## config.mk

```make
export PLATFORM = sky130hd
export DESIGN_NAME = fetch_if_id
export DESIGN_NICKNAME = d
export VERILOG_FILES = /design/src/rtl/fetch_if_id.sv
export SDC_FILE = /design/constraint.sdc
export NUM_CORES = 1
export LEC_CHECK = 0
export CAP_MARGIN = 25
export CORE_MARGIN = 5
export CORE_UTILIZATION = 49
export DETAILED_ROUTE_END_ITERATION = 10
export HOLD_SLACK_MARGIN = 0.15
export PLACE_DENSITY = 0.86
export SETUP_SLACK_MARGIN = 0.5
export SYNTH_ARGS = -nofsm -noshare
export SYNTH_HDL_FRONTEND = slang
export SYNTH_SLANG_ARGS = --single-unit
```

## constraint.sdc

```tcl
create_clock -name clk -period 3.6 [get_ports clk]
set_clock_uncertainty 0.15 [all_clocks]
set_input_delay 0.54 -clock clk [delete_from_list [all_inputs] [get_ports clk]]
set_output_delay 0.54 -clock clk [all_outputs]
set_load 0.005 [all_outputs]
```

## src/rtl/fetch_if_id.sv

```systemverilog
// Instruction fetch stage with single-outstanding imem handshake and IF/ID register.
// Optional build macro FETCH_PERF_CNT_EN adds saturating bubble/stall counters.
module fetch_if_id #(
    parameter logic [15:0] RESET_PC = 16'h0000,
    parameter logic [15:0] NOP_INST = 16'h0800
) (
    input  logic        clk,
    input  logic        rst,
    output logic        imem_req,
    output logic [15:0] imem_addr,
    input  logic        imem_valid,
    input  logic [15:0] imem_data,
    input  logic        stall,
    input  logic [15:0] inst_sel,
    input  logic        redirect,
    input  logic [15:0] redirect_pc,
    output logic [15:0] inst_If,
    output logic [15:0] pc_If,
    output logic [15:0] inst_IfId,
    output logic [15:0] pcp2_IfId,
    output logic        halted
`ifdef FETCH_PERF_CNT_EN
    ,
    output logic [15:0] perf_bubble,
    output logic [15:0] perf_stall
`endif
);

    typedef enum logic [1:0] {
        S_FETCH = 2'd0,
        S_WAIT  = 2'd1,
        S_HOLD  = 2'd2,
        S_HALT  = 2'd3
    } state_t;

    state_t      state, state_nxt;
    logic [15:0] pc, pc_nxt;
    logic [15:0] hold_buf, hold_buf_nxt;
    logic        squash, squash_nxt;
    logic        halted_nxt;
    logic [15:0] inst_ifid_nxt;
    logic [15:0] pcp2_ifid_nxt;
    logic [15:0] pc_p2;
    logic        avail;
    logic        is_halt;
    logic        bubble_ev;
    logic        stall_ev;

    function automatic logic [15:0] sat_inc(input logic [15:0] v);
        return (v == 16'hFFFF) ? v : v + 16'd1;
    endfunction

    assign pc_p2     = pc + 16'd2;
    assign avail     = ((state == S_WAIT) && imem_valid && !squash) || (state == S_HOLD);
    assign inst_If   = (state == S_HOLD) ? hold_buf : (avail ? imem_data : NOP_INST);
    assign pc_If     = pc;
    assign imem_addr = pc;
    assign is_halt   = (inst_If[15:11] == 5'b00000) && (inst_sel == inst_If);
    // A redirect in the request cycle cancels the request so at most one is ever in flight.
    assign imem_req  = rst && (state == S_FETCH) && !redirect;

    always_comb begin
        state_nxt     = state;
        pc_nxt        = pc;
        hold_buf_nxt  = hold_buf;
        squash_nxt    = squash;
        halted_nxt    = halted;
        inst_ifid_nxt = NOP_INST;
        pcp2_ifid_nxt = pcp2_IfId;
        bubble_ev     = 1'b0;
        stall_ev      = 1'b0;
        if (redirect) begin
            pc_nxt     = redirect_pc & 16'hFFFE;
            halted_nxt = 1'b0;
            if ((state == S_WAIT) && !imem_valid) begin
                squash_nxt = 1'b1;
                state_nxt  = S_WAIT;
            end else begin
                squash_nxt = 1'b0;
                state_nxt  = S_FETCH;
            end
        end else if (avail) begin
            inst_ifid_nxt = inst_sel;
            if (stall) begin
                hold_buf_nxt = inst_If;
                state_nxt    = S_HOLD;
                stall_ev     = 1'b1;
            end else begin
                pcp2_ifid_nxt = pc_p2;
                if (is_halt) begin
                    state_nxt  = S_HALT;
                    halted_nxt = 1'b1;
                end else begin
                    pc_nxt    = pc_p2;
                    state_nxt = S_FETCH;
                end
            end
        end else begin
            bubble_ev = (state != S_HALT);
            case (state)
                S_FETCH: state_nxt = S_WAIT;
                S_WAIT: begin
                    // Only a squashed response can land here; drop it and refetch.
                    if (imem_valid) begin
                        state_nxt  = S_FETCH;
                        squash_nxt = 1'b0;
                    end
                end
                default: state_nxt = state;
            endcase
        end
    end

    always_ff @(posedge clk or negedge rst) begin
        if (!rst) begin
            state     <= S_FETCH;
            pc        <= RESET_PC;
            squash    <= 1'b0;
            halted    <= 1'b0;
            inst_IfId <= NOP_INST;
            pcp2_IfId <= 16'h0000;
        end else begin
            state     <= state_nxt;
            pc        <= pc_nxt;
            squash    <= squash_nxt;
            halted    <= halted_nxt;
            inst_IfId <= inst_ifid_nxt;
            pcp2_IfId <= pcp2_ifid_nxt;
        end
    end

    // The buffer is only read in HOLD, so its contents need no reset.
    always_ff @(posedge clk) begin
        hold_buf <= hold_buf_nxt;
    end

`ifdef FETCH_PERF_CNT_EN
    always_ff @(posedge clk or negedge rst) begin
        if (!rst) begin
            perf_bubble <= 16'h0000;
            perf_stall  <= 16'h0000;
        end else begin
            if (bubble_ev) perf_bubble <= sat_inc(perf_bubble);
            if (stall_ev)  perf_stall  <= sat_inc(perf_stall);
        end
    end
`else
    logic unused_ev;
    assign unused_ev = bubble_ev ^ stall_ev ^ (sat_inc(16'h0000) == 16'h0000);
`endif

endmodule

```

# ---- Yosys cells after proc, flatten, opt, wreduce, memory -nomap -nowiden
# Index checks and enable logic that the tools add are counted.
dict set report word_totals {
  reg_bits 68
  input_bits 53
  out_inout_bits 82
  elab_cells 64
}
dict set report op_classes {
  add_sub_neg 1
  eq_ne 7
  n_mux 24
  n_bitwise 2
  n_reduce_logical 23
}
# op n
set ops {}
lappend ops {{16-bit 2-to-1 mux} 8}
lappend ops {{16-bit by 2-bit adder with 16-bit output (second input constant)} 1}
lappend ops {{16-bit == test} 1}
lappend ops {{3-bit AND reduction} 5}
lappend ops {{1-bit 2-to-1 mux} 10}
lappend ops {{2-bit 2-to-1 mux} 5}
lappend ops {{2-bit nonzero test} 4}
lappend ops {{1-bit logical AND} 6}
lappend ops {{5-bit logical NOT} 1}
lappend ops {{2-bit inequality test (second input constant)} 2}
lappend ops {{4-bit inequality test (second input constant)} 1}
lappend ops {{2-bit case mux with 2 select lines} 1}
lappend ops {{4-bit nonzero test} 1}
lappend ops {{1-bit logical NOT} 3}
lappend ops {{2-bit by 1-bit == test with 1-bit output (second input constant)} 1}
lappend ops {{2-bit == test (second input constant)} 1}
lappend ops {{2-bit logical NOT} 1}
lappend ops {{2-bit by 1-bit inequality test with 1-bit output (second input constant)} 1}
lappend ops {{1-bit inverter} 2}
lappend ops {{2-bit AND reduction} 1}
lappend ops {{1-bit logical OR} 1}

# ---- Longest topological paths before layout
# Gate-level depths: netlist of the first run.
dict set report logic_depth {
  ltp_word 12
  mapped_depth 9
  depth_no_buf 7
}

# ---- Least setup slack after synthesis of the first run
# No wires, ideal clock.
dict set report synth_path {
  kind {in2reg}
  start {input port imem_valid}
  end {register pc[13], in the netlist imem_addr[13]}
  setup_time_ns 0.126
  arrival_time_ns 2.203
  required_time_ns 3.324
  setup_slack_ns 1.121
  cell_stages 8
  n_path_buf 2
  path_cell_list {and4bb_4 -> buf_6 -> a221oi_2 -> o22ai_1 -> nor4_4 -> buf_6 -> a31oi_1 -> a311o_1}
}
dict set report synth_via {
  elab_chain_len 9
  elab_cells_between_ends 11
  cone_classes {eq/ne: 2; mux: 2; reduce/logical: 7}
}
# element line
set synth_lines {}
lappend synth_lines {{start: declaration} 11} ;# input logic imem_valid,
lappend synth_lines {{1-bit logical AND * (2 in a row)} 54} ;# assign avail = ((state == S_WAIT) && imem_valid && !squash) || (state == S_HOLD);
lappend synth_lines {{1-bit logical OR *} 54}
lappend synth_lines {{16-bit 2-to-1 mux (2 in a row)} 55} ;# assign inst_If = (state == S_HOLD) ? hold_buf : (avail ? imem_data : NOP_INST);
lappend synth_lines {{16-bit == test / 5-bit logical NOT (equally long branches)} 58} ;# assign is_halt = (inst_If[15:11] == 5'b00000) && (inst_sel == inst_If);
lappend synth_lines {{1-bit logical AND} 58}
lappend synth_lines {{2-bit inequality test (no line)} n/a}
lappend synth_lines {{3-bit AND reduction (no line) *} n/a}
lappend synth_lines {{end signal: assignment} 124} ;# pc <= pc_nxt;
lappend synth_lines {{end: declaration} 37} ;# logic [15:0] pc, pc_nxt;
# Mark *: on every way between the ends. The rest lies on a longest branch, timed or not.
# A chain may end at the register's enable or synchronous reset.

# ---- Final worst setup path of the first run
dict set report layout_path {
  start {input port imem_valid}
  end {output port inst_If[9]}
}
dict set report layout_via {
  elab_chain_len 5
}
# element line
set layout_lines {}
lappend layout_lines {{1-bit logical AND (2 in a row)} 54}
lappend layout_lines {{1-bit logical OR} 54}
lappend layout_lines {{16-bit 2-to-1 mux (2 in a row)} 55}
lappend layout_lines {{end: declaration} 17} ;# output logic [15:0] inst_If,
# Every way passes these cells.

==> results of run 1 <==
## final cells by class
cell class / instances / area (sq um)
Tap cell: 102 / 128
Clock inverter: 6 / 90.1
Clock buffer: 10 / 138
Multi-Input combinational cell: 267 / 1790
Inverter: 5 / 18.8
Fill cell: 576 / 2270
Sequential cell: 66 / 1730
Timing Repair Buffer: 149 / 1440
## logic make-up (layout without fill, tap and decap cells)
logic type / after synthesis / after routing / synth area share, %
mux: 1 / 1 / 0.266
simple gates: 137 / 138 / 20.7
compound gates: 111 / 111 / 22.3
fa+ha+maj: 1 / 1 / 0.332
xor+xnor: 13 / 13 / 3.02
other cells: 1 / 3 / 0.0995
buf+inv: 45 / 170 / 7.31
flops: 66 / 66 / 46.0
## cell usage after synthesis, drive strengths merged, types with 2 or more instances
| master | number |
|---|---|
| a21o | 6 |
| a21oi | 5 |
| a221oi | 9 |
| a22o | 19 |
| a311o | 6 |
| a31oi | 9 |
| a41o | 5 |
| a41oi | 6 |
| and2 | 16 |
| and3 | 8 |
| buf | 26 |
| clkbuf | 14 |
| dfrtp | 49 |
| edfxtp | 16 |
| inv | 5 |
| nand2 | 46 |
| nand2b | 3 |
| nand3 | 7 |
| nand3b | 13 |
| nand4 | 5 |
| nor2 | 10 |
| nor2b | 10 |
| nor3 | 7 |
| nor4 | 3 |
| nor4b | 2 |
| o21ai | 20 |
| o22ai | 12 |
| o311a | 2 |
| o31ai | 6 |
| or2 | 2 |
| or3 | 2 |
| xnor2 | 7 |
| xor2 | 6 |
## worst max-delay path by stage
stage / from / endpoint / depth (start not counted)
after floorplan: imem_valid / imem_addr[13] / 8
after global placement: imem_valid / imem_addr[9] / 7
after detailed placement: imem_valid / imem_addr[6] / 7
after CTS: imem_valid / inst_If[9] / 4
after global routing: imem_valid / imem_addr[13] / 7
final: imem_valid / inst_If[9] / 4
## power by group through the flow
stage | registers [mW] | clock network, mW | logic, mW
2_1_floorplan | 1.05 | 0 | 0.485
3_3_place_gp | 1.06 | 0 | 0.988
3_5_place_dp | 1.08 | 0 | 1.01
4_1_cts | 1.06 | 0.723 | 1.02
5_1_grt | 1.08 | 0.764 | 1.14
6_report | 1.06 | 0.722 | 1.05
## routing by layer
layer,part of all wire [%],routed length [microns]
met1,38,4430
met2,51,5900
met3,7.8,896
met4,2.7,315
met5,0,0
## flip-flops by register name, indices dropped and copies added (netlist names)
register / count
imem_addr: 15
pcp2_IfId: 15
state: 2
inst_IfId: 16
squash: 1
halted: 1
hold_buf: 16
## through the flow
step / hold WS [ns] / power [mW] / area, sq um
floorplan: 0.0944 / 1.54 / 3770
finish: 0.155 / 2.83 / 5330
global route: 0.226 / 2.98 / 5330
global placement: 0.310 / 2.05 / 5060
detailed placement: 0.320 / 2.09 / 5060
CTS: 0.184 / 2.81 / 5300
## timing repair
action / 4_1_cts / 5_1_grt
gates cloned: 0 / 1
endpoints found under the setup margin: 12 / 4
gates resized for setup: 2 / 0
hold buffers: 0 / 0
setup buffers: 0 / 3
==> qor.csv, run 1 <==
metric,value,unit
status,completed,
start_util,49.5,%
synth_seq_cells,66,
yosysSeqAreaShare,46.0,%
fin_nets,552,
min_period,3.02,ns
worst_path_most_repeated_cell,clkdlybuf4s50_1,
die_width,97.7,microns
port-buffer-count,130,
syn_area_per_cell,10.0,sq um
clkTransAtPathRegs,0.08,ns
layout-drive-gt1-share,9.74,%
arrival,2.33,ns
hp-class,primary input to asynchronous set/reset pin,
syn_area,3770,sq um
dp_slack,0.309,ns
rsz0062_at_grt,no,
clock_path_buffers,2,
grt_use_total,23.4,%
grt_pass1_vias,3584,
drv_cap,0,
startpoint_type,primary input,
drt-pass1-iter-count,5,
die-area,9540,sq um
setup_slack,0.580,ns
row_count,32,
antenna_found_initial,0,
grt_max_degree,51,
grt_use_met2,40.0,%
p_clk_share,25.5,%
p_sw,0.899,mW
synth_area_leaders,"dfrtp_1 33%, edfxtp_1 13%, nand2_1 4.6%",
synthToLayoutAreaGrowth,41.6,%
synth_top_flop_cell,dfrtp_1,
cp_cell_sequence,clkdlybuf4s50_1 -> and4bb_4 -> a22o_1 -> clkdlybuf4s50_1,
switching_share,31.7,%
final_cell_mix,"129 x clkdlybuf4s50_1, 48 x dfrtp_1, 46 x nand2_1",
pwr-share-seq,37.4,%
fin_cells,605,
hold_viol_final,0,
comb_power_share,37.2,%
end_kind,primary output,
synth_top_area_share,32.5,%
cts_max_level,3,
met3_usage,4.45,%
worstSkewPairLatency,0.36,ns
grt_first_pass_wirelength,18100,microns
leakage,2.16,nW
viasPerCell,6.04,
slew_viol_final,0,
ant_nets,0,
slowest_delay,0.60,ns
antenna_cells,0,
cts_sinks,66,
power_density,531,nW/um^2
synth_edf_count,16,
vias,3654,
final_common_cell,clkdlybuf4s50_1,
crit_fanout,12,
ys_warn_count,0,
numPlacedInstances,585,
root_buffer,clkbuf_8,
drtIter0Drc,376,
critPathKind,primary input to primary output,
crit_buf_inv,2,
wire_per_inst,19.1,microns
dpl.hpwl,8060,microns
fin_util,70.1,%
rr_worst_depth,7,
busiest_layer,met2,
fmax,0.331,GHz
gr-total-overflow,0,
r2r-start,state[1],
yosys.area.top_type,dfrtp_1,
r2r_end,imem_addr[6],
slowest_stage,clkdlybuf4s50_1,
drc_errors,0,
core,7610,sq um
ir_drop,302,uV
place_congestion,0.912,
finalSetupTns,0,ns
cts_tree,yes,
async_flop_share,75.8,%
die_h,97.7,microns
reg2reg_slack,0.79,ns
synth_cell_types,55,
min_period_over_period,83.9,%
crit_family,buffers and inverters,
p_int,1.94,mW
critPathRequiredTime,2.91,ns
postRouteWirelength,11500,microns
tightest_slew,0.773,ns
cts_buffers,9,
slew_headroom,48.5,%
setup_viol,0,
syn_inst,375,
pin_count,135,
grt.met1_usage,29.2,%
Power figures use the tool's default switching activity.
==> inputs of run 2 (changes only) <==
--- a/config.mk
+++ b/config.mk
@@ -7,10 +7,10 @@
 export LEC_CHECK = 0
 export CAP_MARGIN = 25
 export CORE_MARGIN = 5
-export CORE_UTILIZATION = 49
+export CORE_UTILIZATION = 41
 export DETAILED_ROUTE_END_ITERATION = 10
 export HOLD_SLACK_MARGIN = 0.15
-export PLACE_DENSITY = 0.86
+export PLACE_DENSITY = 0.77
 export SETUP_SLACK_MARGIN = 0.5
 export SYNTH_ARGS = -nofsm -noshare
 export SYNTH_HDL_FRONTEND = slang
==> constraint.sdc (replaced) <==
create_clock -name clk -period 2.7 [get_ports clk]
set_clock_uncertainty 0.15 [all_clocks]
set_input_delay 0.405 -clock clk [delete_from_list [all_inputs] [get_ports clk]]
set_output_delay 0.405 -clock clk [all_outputs]
set_load 0.005 [all_outputs]
==> qor.csv, run 2 (synthesis gave the netlist of run 1 again) <==
metric,value,unit,change
crit_fanout,7,,was 12
largest_registers,"hold_buf: 16 flops, inst_IfId: 16 flops",,unchanged
fmax,0.389,GHz,
drtIter0Drc,255,,was 376
holdPathStages,2,,
hp-class,register to register,,was primary input to asynchronous set/reset pin
power_density,709,nW/um^2,was 531 nW/um^2
grt_use_total,22.5,%,was 23.4%
layout-drive-gt1-share,26.5,%,was 9.74%
vias,3866,,was 3654
die-area,11200,sq um,was 9540 sq um
setup_slack,0.127,ns,was 0.580 ns
die_width,106,microns,was 97.7 microns
cts_tree,yes,,unchanged
met3_usage,3.98,%,was 4.45%
arrival,2.71,ns,was 2.33 ns
end_kind,register,,was primary output
drt-pass1-iter-count,7,,was 5
postRouteWirelength,13300,microns,was 11500 microns
p_int,2.96,mW,was 1.94 mW
crit_buf_inv,4,,was 2
worstSkewPairLatency,0.36,ns,about the same
wire_per_inst,19.6,microns,was 19.1 microns
finalSetupTns,0,ns,unchanged
busiest_layer,met2,,unchanged
p_clk_share,23.9,%,was 25.5%
critPathKind,register to register,,was primary input to primary output
drc_errors,0,,unchanged
crit_family,simple AND/OR/NAND/NOR gates,,was buffers and inverters
worst_path_most_repeated_cell,buf_4,,was clkdlybuf4s50_1
rsz0062_at_grt,yes,,was no
core,9110,sq um,was 7610 sq um
hold_viol_final,0,,unchanged
setup_viol,0,,unchanged
p_sw,1.36,mW,was 0.899 mW
slew_viol_final,0,,unchanged
root_buffer,clkbuf_8,,unchanged
final_common_cell,clkdlybuf4s50_1,,unchanged
pin_count,135,,unchanged
cts_max_level,3,,unchanged
port-buffer-count,130,,unchanged
gr-total-overflow,0,,unchanged
status,completed,,unchanged
clkTransAtPathRegs,0.08,ns,about the same
final_cell_mix,"111 x clkdlybuf4s50_1, 56 x buf_4, 48 x dfrtp_1",,"was 129 x clkdlybuf4s50_1, 48 x dfrtp_1, 46 x nand2_1"
switching_share,31.5,%,was 31.7%
slowest_delay,0.40,ns,was 0.60 ns
dp_slack,-0.281,ns,was 0.309 ns
min_period_over_period,95.3,%,
cts_sinks,66,,unchanged
drv_cap,0,,unchanged
crit_cells,10,,was 4
rr_worst_depth,10,,was 7
grt_first_pass_wirelength,20000,microns,was 18100 microns
dpl.hpwl,8930,microns,was 8060 microns
grt_max_degree,51,,unchanged
critPathRequiredTime,2.84,ns,was 2.91 ns
clock_path_buffers,2,,unchanged
slew_headroom,54.2,%,was 48.5%
startpoint_type,register,,was primary input
grt_use_met2,37.8,%,was 40.0%
pwr-share-seq,32.5,%,was 37.4%
row_count,35,,was 32
antenna_found_initial,0,,unchanged
ir_drop,344,uV,was 302 uV
comb_power_share,43.6,%,was 37.2%
slowest_stage,dfrtp_1,,was clkdlybuf4s50_1
min_period,2.57,ns,
die_h,106,microns,was 97.7 microns
grt.met1_usage,28.7,%,was 29.2%
ant_nets,0,,unchanged
cp_cell_sequence,buf_4 -> buf_4 -> nand3b_1 -> o22ai_2 -> o22ai_2 -> nor4_4 -> buf_4 -> and3_1 -> buf_6 -> a311o_1,,was clkdlybuf4s50_1 -> and4bb_4 -> a22o_1 -> clkdlybuf4s50_1
cts_buffers,9,,unchanged
start_util,41.4,%,was 49.5%
fin_nets,616,,was 552
synthToLayoutAreaGrowth,61.8,%,was 41.6%
leakage,2.63,nW,was 2.16 nW
viasPerCell,5.69,,was 6.04
place_congestion,0.863,,was 0.912
grt_pass1_vias,3815,,was 3584
tightest_slew,0.687,ns,was 0.773 ns
==> run 2: stage by stage <==
step / utilization, % / cells / hold WS, ns / power (mW) / area, sq um
2_1_floorplan: - / 377 / -0.0406 / 2.07 / 3810
3_3_place_gp: 58.8 / 624 / 0.311 / 2.91 / 5360
3_5_place_dp: 58.8 / 624 / 0.313 / 2.96 / 5360
4_1_cts: 64.3 / 657 / 0.332 / 4.13 / 5860
5_1_grt: 66.9 / 678 / 0.357 / 4.52 / 6090
6_report: 66.9 / 679 / 0.328 / 4.32 / 6090
==> run 2: worst register-to-register path: cells and delay by family (launching register included) <==
kind            cells  cell delay [ns]
buf+inv             4             0.66
simple gates        3             0.80
compound gates      3             0.52
flops               1             0.40
==> run 2: area by class of cell <==
type,instances,area [sq um]
fillers,705,3010
repair buffers,213,2000
multi-input cells,267,1970
flip-flops and latches,66,1730
well taps,111,139
clock buffers,11,131
clock inverters,5,103
inverters,5,18.8
diodes,1,2.50
==> run 2: routing by layer <==
layer,wire length (microns),vias to the layer above,share of wire (%)
li1,-,1772,-
met1,5560,1871,42
met2,6570,203,49
met3,952,20,7.1
met4,253,0,1.9
met5,0,-,0
==> run 2: power by group through the flow <==
stage | clock network (mW) | registers (mW) | logic, mW
floorplan | 0 | 1.41 | 0.663
global placement | 0 | 1.40 | 1.51
detailed placement | 0 | 1.42 | 1.54
finish | 1.03 | 1.40 | 1.89
CTS | 1.03 | 1.41 | 1.69
global route | 1.08 | 1.43 | 2.00
==> run 2: final timing paths <==
| path | from | endpoint | slack [ns] |
|---|---|---|---|
| worst max-delay path | state[1] | imem_addr[6] | 0.13 |
| max in group asynchronous | rst | state[0] | 1.30 |
| worst max register to register | state[1] | imem_addr[6] | 0.13 |
| min in group asynchronous | rst | pcp2_IfId[10] | 0.59 |
| worst min-delay path | pcp2_IfId[9] | pcp2_IfId[9] | 0.33 |
| worst min register to register | pcp2_IfId[9] | pcp2_IfId[9] | 0.33 |
==> run 2: what timing repair did <==
item | 4_1_cts | 5_1_grt
hold buffers | 1 | 0
setup buffers | 15 | 18
endpoints found under the setup margin | 36 | 38
cloned | 1 | 3
endpoints found under the hold margin | 49 | 0
gates resized for setup | 76 | 45
pin swaps | 14 | 27
==> inputs of run 3 (changes only) <==
--- a/config.mk
+++ b/config.mk
@@ -12,6 +12,7 @@
 export HOLD_SLACK_MARGIN = 0.15
 export PLACE_DENSITY = 0.77
 export SETUP_SLACK_MARGIN = 0.5
+export SKIP_CTS_REPAIR_TIMING = 1
 export SYNTH_ARGS = -nofsm -noshare
 export SYNTH_HDL_FRONTEND = slang
 export SYNTH_SLANG_ARGS = --single-unit
==> qor.csv, run 3 (synthesis gave the netlist of run 1 again) <==
metric,value,unit,change
status,completed,,unchanged
antenna_found_initial,1,,was 0
hold_viol_final,0,,unchanged
ant_nets,0,,unchanged
worstSkewPairLatency,0.35,ns,was 0.36 ns
clock_path_buffers,2,,unchanged
leakage,2.58,nW,was 2.63 nW
drv_cap,0,,unchanged
arrival,2.65,ns,was 2.71 ns
wire_per_inst,19.9,microns,was 19.6 microns
hp-class,primary input to asynchronous set/reset pin,,was register to register
grt_use_met2,36.3,%,was 37.8%
tightest_slew,0.668,ns,was 0.687 ns
busiest_layer,met2,,unchanged
core,9110,sq um,unchanged
start_util,41.4,%,unchanged
power_density,701,nW/um^2,was 709 nW/um^2
startpoint_type,register,,unchanged
drt-pass1-iter-count,5,,was 7
critPathKind,register to register,,unchanged
grt_use_total,21.6,%,was 22.5%
largest_registers,"hold_buf: 16 flops, inst_IfId: 16 flops",,unchanged
die-area,11200,sq um,unchanged
drtIter0Drc,289,,was 255
critPathRequiredTime,2.78,ns,was 2.84 ns
slew_headroom,55.5,%,was 54.2%
ir_drop,341,uV,was 344 uV
fin_nets,601,,was 616
power,4.19,mW,was 4.32 mW
cts_sinks,66,,unchanged
clkTransAtPathRegs,0.08,ns,about the same
min_period_over_period,95.2,%,was 95.3%
place_congestion,0.863,,unchanged
vias,3833,,was 3866
gr-total-overflow,0,,unchanged
drc_errors,0,,unchanged
final_common_cell,clkdlybuf4s50_1,,unchanged
port-buffer-count,130,,unchanged
crit_fanout,8,,was 7
layout-drive-gt1-share,24.5,%,was 26.5%
postRouteWirelength,13200,microns,was 13300 microns
root_buffer,clkbuf_8,,unchanged
min_period,2.57,ns,about the same
row_count,35,,unchanged
synthToLayoutAreaGrowth,58.7,%,was 61.8%
grt_first_pass_wirelength,19200,microns,was 20000 microns
grt_max_degree,51,,unchanged
rsz0062_at_grt,yes,,unchanged
fmax,0.389,GHz,about the same
cts_buffers,9,,unchanged
die_h,106,microns,unchanged
viasPerCell,5.77,,was 5.69
pin_count,135,,unchanged
cts_max_level,3,,unchanged
die_width,106,microns,unchanged
grt.met1_usage,27.5,%,was 28.7%
final_cell_mix,"113 x clkdlybuf4s50_1, 53 x buf_4, 47 x dfrtp_1",,"was 111 x clkdlybuf4s50_1, 56 x buf_4, 48 x dfrtp_1"
setup_viol,0,,unchanged
met3_usage,4.10,%,was 3.98%
cts_tree,yes,,unchanged
fin_util,65.6,%,was 66.9%
dpl.hpwl,8930,microns,unchanged
grt_pass1_vias,3686,,was 3815
slew_viol_final,0,,unchanged
end_kind,register,,unchanged
[run 3: path summary, 6_finish.rpt]
check,from,end,slack [ns],cells past startpoint
max,state[0],imem_addr[6],0.13,9
max reg2reg,state[0],imem_addr[6],0.13,9
min,rst,pcp2_IfId[3],0.08,2
min in group clk,pcp2_IfId[9],pcp2_IfId[9],0.33,2
min reg2reg,pcp2_IfId[9],pcp2_IfId[9],0.33,2
max in group asynchronous,rst,state[0],1.83,2
[run 3: critical path, stage by stage (launching register included)]
cell and delay (ns):
dfrtp_2 0.48, buf_6 0.16, and4bb_4 0.25, a221oi_2 0.32, o22ai_2 0.14, nor4_4 0.28
buf_4 0.20, buf_8 0.13, a31oi_1 0.07, a311o_1 0.28
[run 3: layout make-up]
cell class / instances / area, sq um
timing repair buffer: 197 / 1850
inverter: 5 / 18.8
multi-input combinational: 268 / 2000
antenna: 1 / 2.50
clock inverter: 5 / 103
tap: 111 / 139
sequential: 66 / 1740
fill: 736 / 3130
clock buffer: 11 / 131
[run 3: per-layer routing]
layer | routed length [microns] | vias up
li1 | - | 1745
met1 | 5320 | 1840
met2 | 6480 | 212
met3 | 989 | 36
met4 | 413 | 0
met5 | 0 | -
[run 3: where the power goes]
part / switching (mW) / total [mW] / internal [mW]
Sequential: 0.163 / 1.41 / 1.25
Combinational: 0.750 / 1.75 / 1.00
Clock: 0.417 / 1.03 / 0.613
Total: 1.33 / 4.19 / 2.86
[run 3: through the flow]
| step | hold WS [ns] | area (sq um) | setup WS, ns | instances | TNS (ns) |
|---|---|---|---|---|---|
| floorplan | -0.0406 | 3810 | 0.311 | 377 | 0 |
| global placement | 0.311 | 5360 | -0.222 | 624 | -2.32 |
| detailed placement | 0.313 | 5360 | -0.281 | 624 | -3.47 |
| CTS | 0.108 | 5590 | -0.0503 | 640 | -0.359 |
| global route | 0.150 | 5980 | 0.0475 | 664 | 0 |
| finish | 0.0788 | 5980 | 0.131 | 664 | 0 |
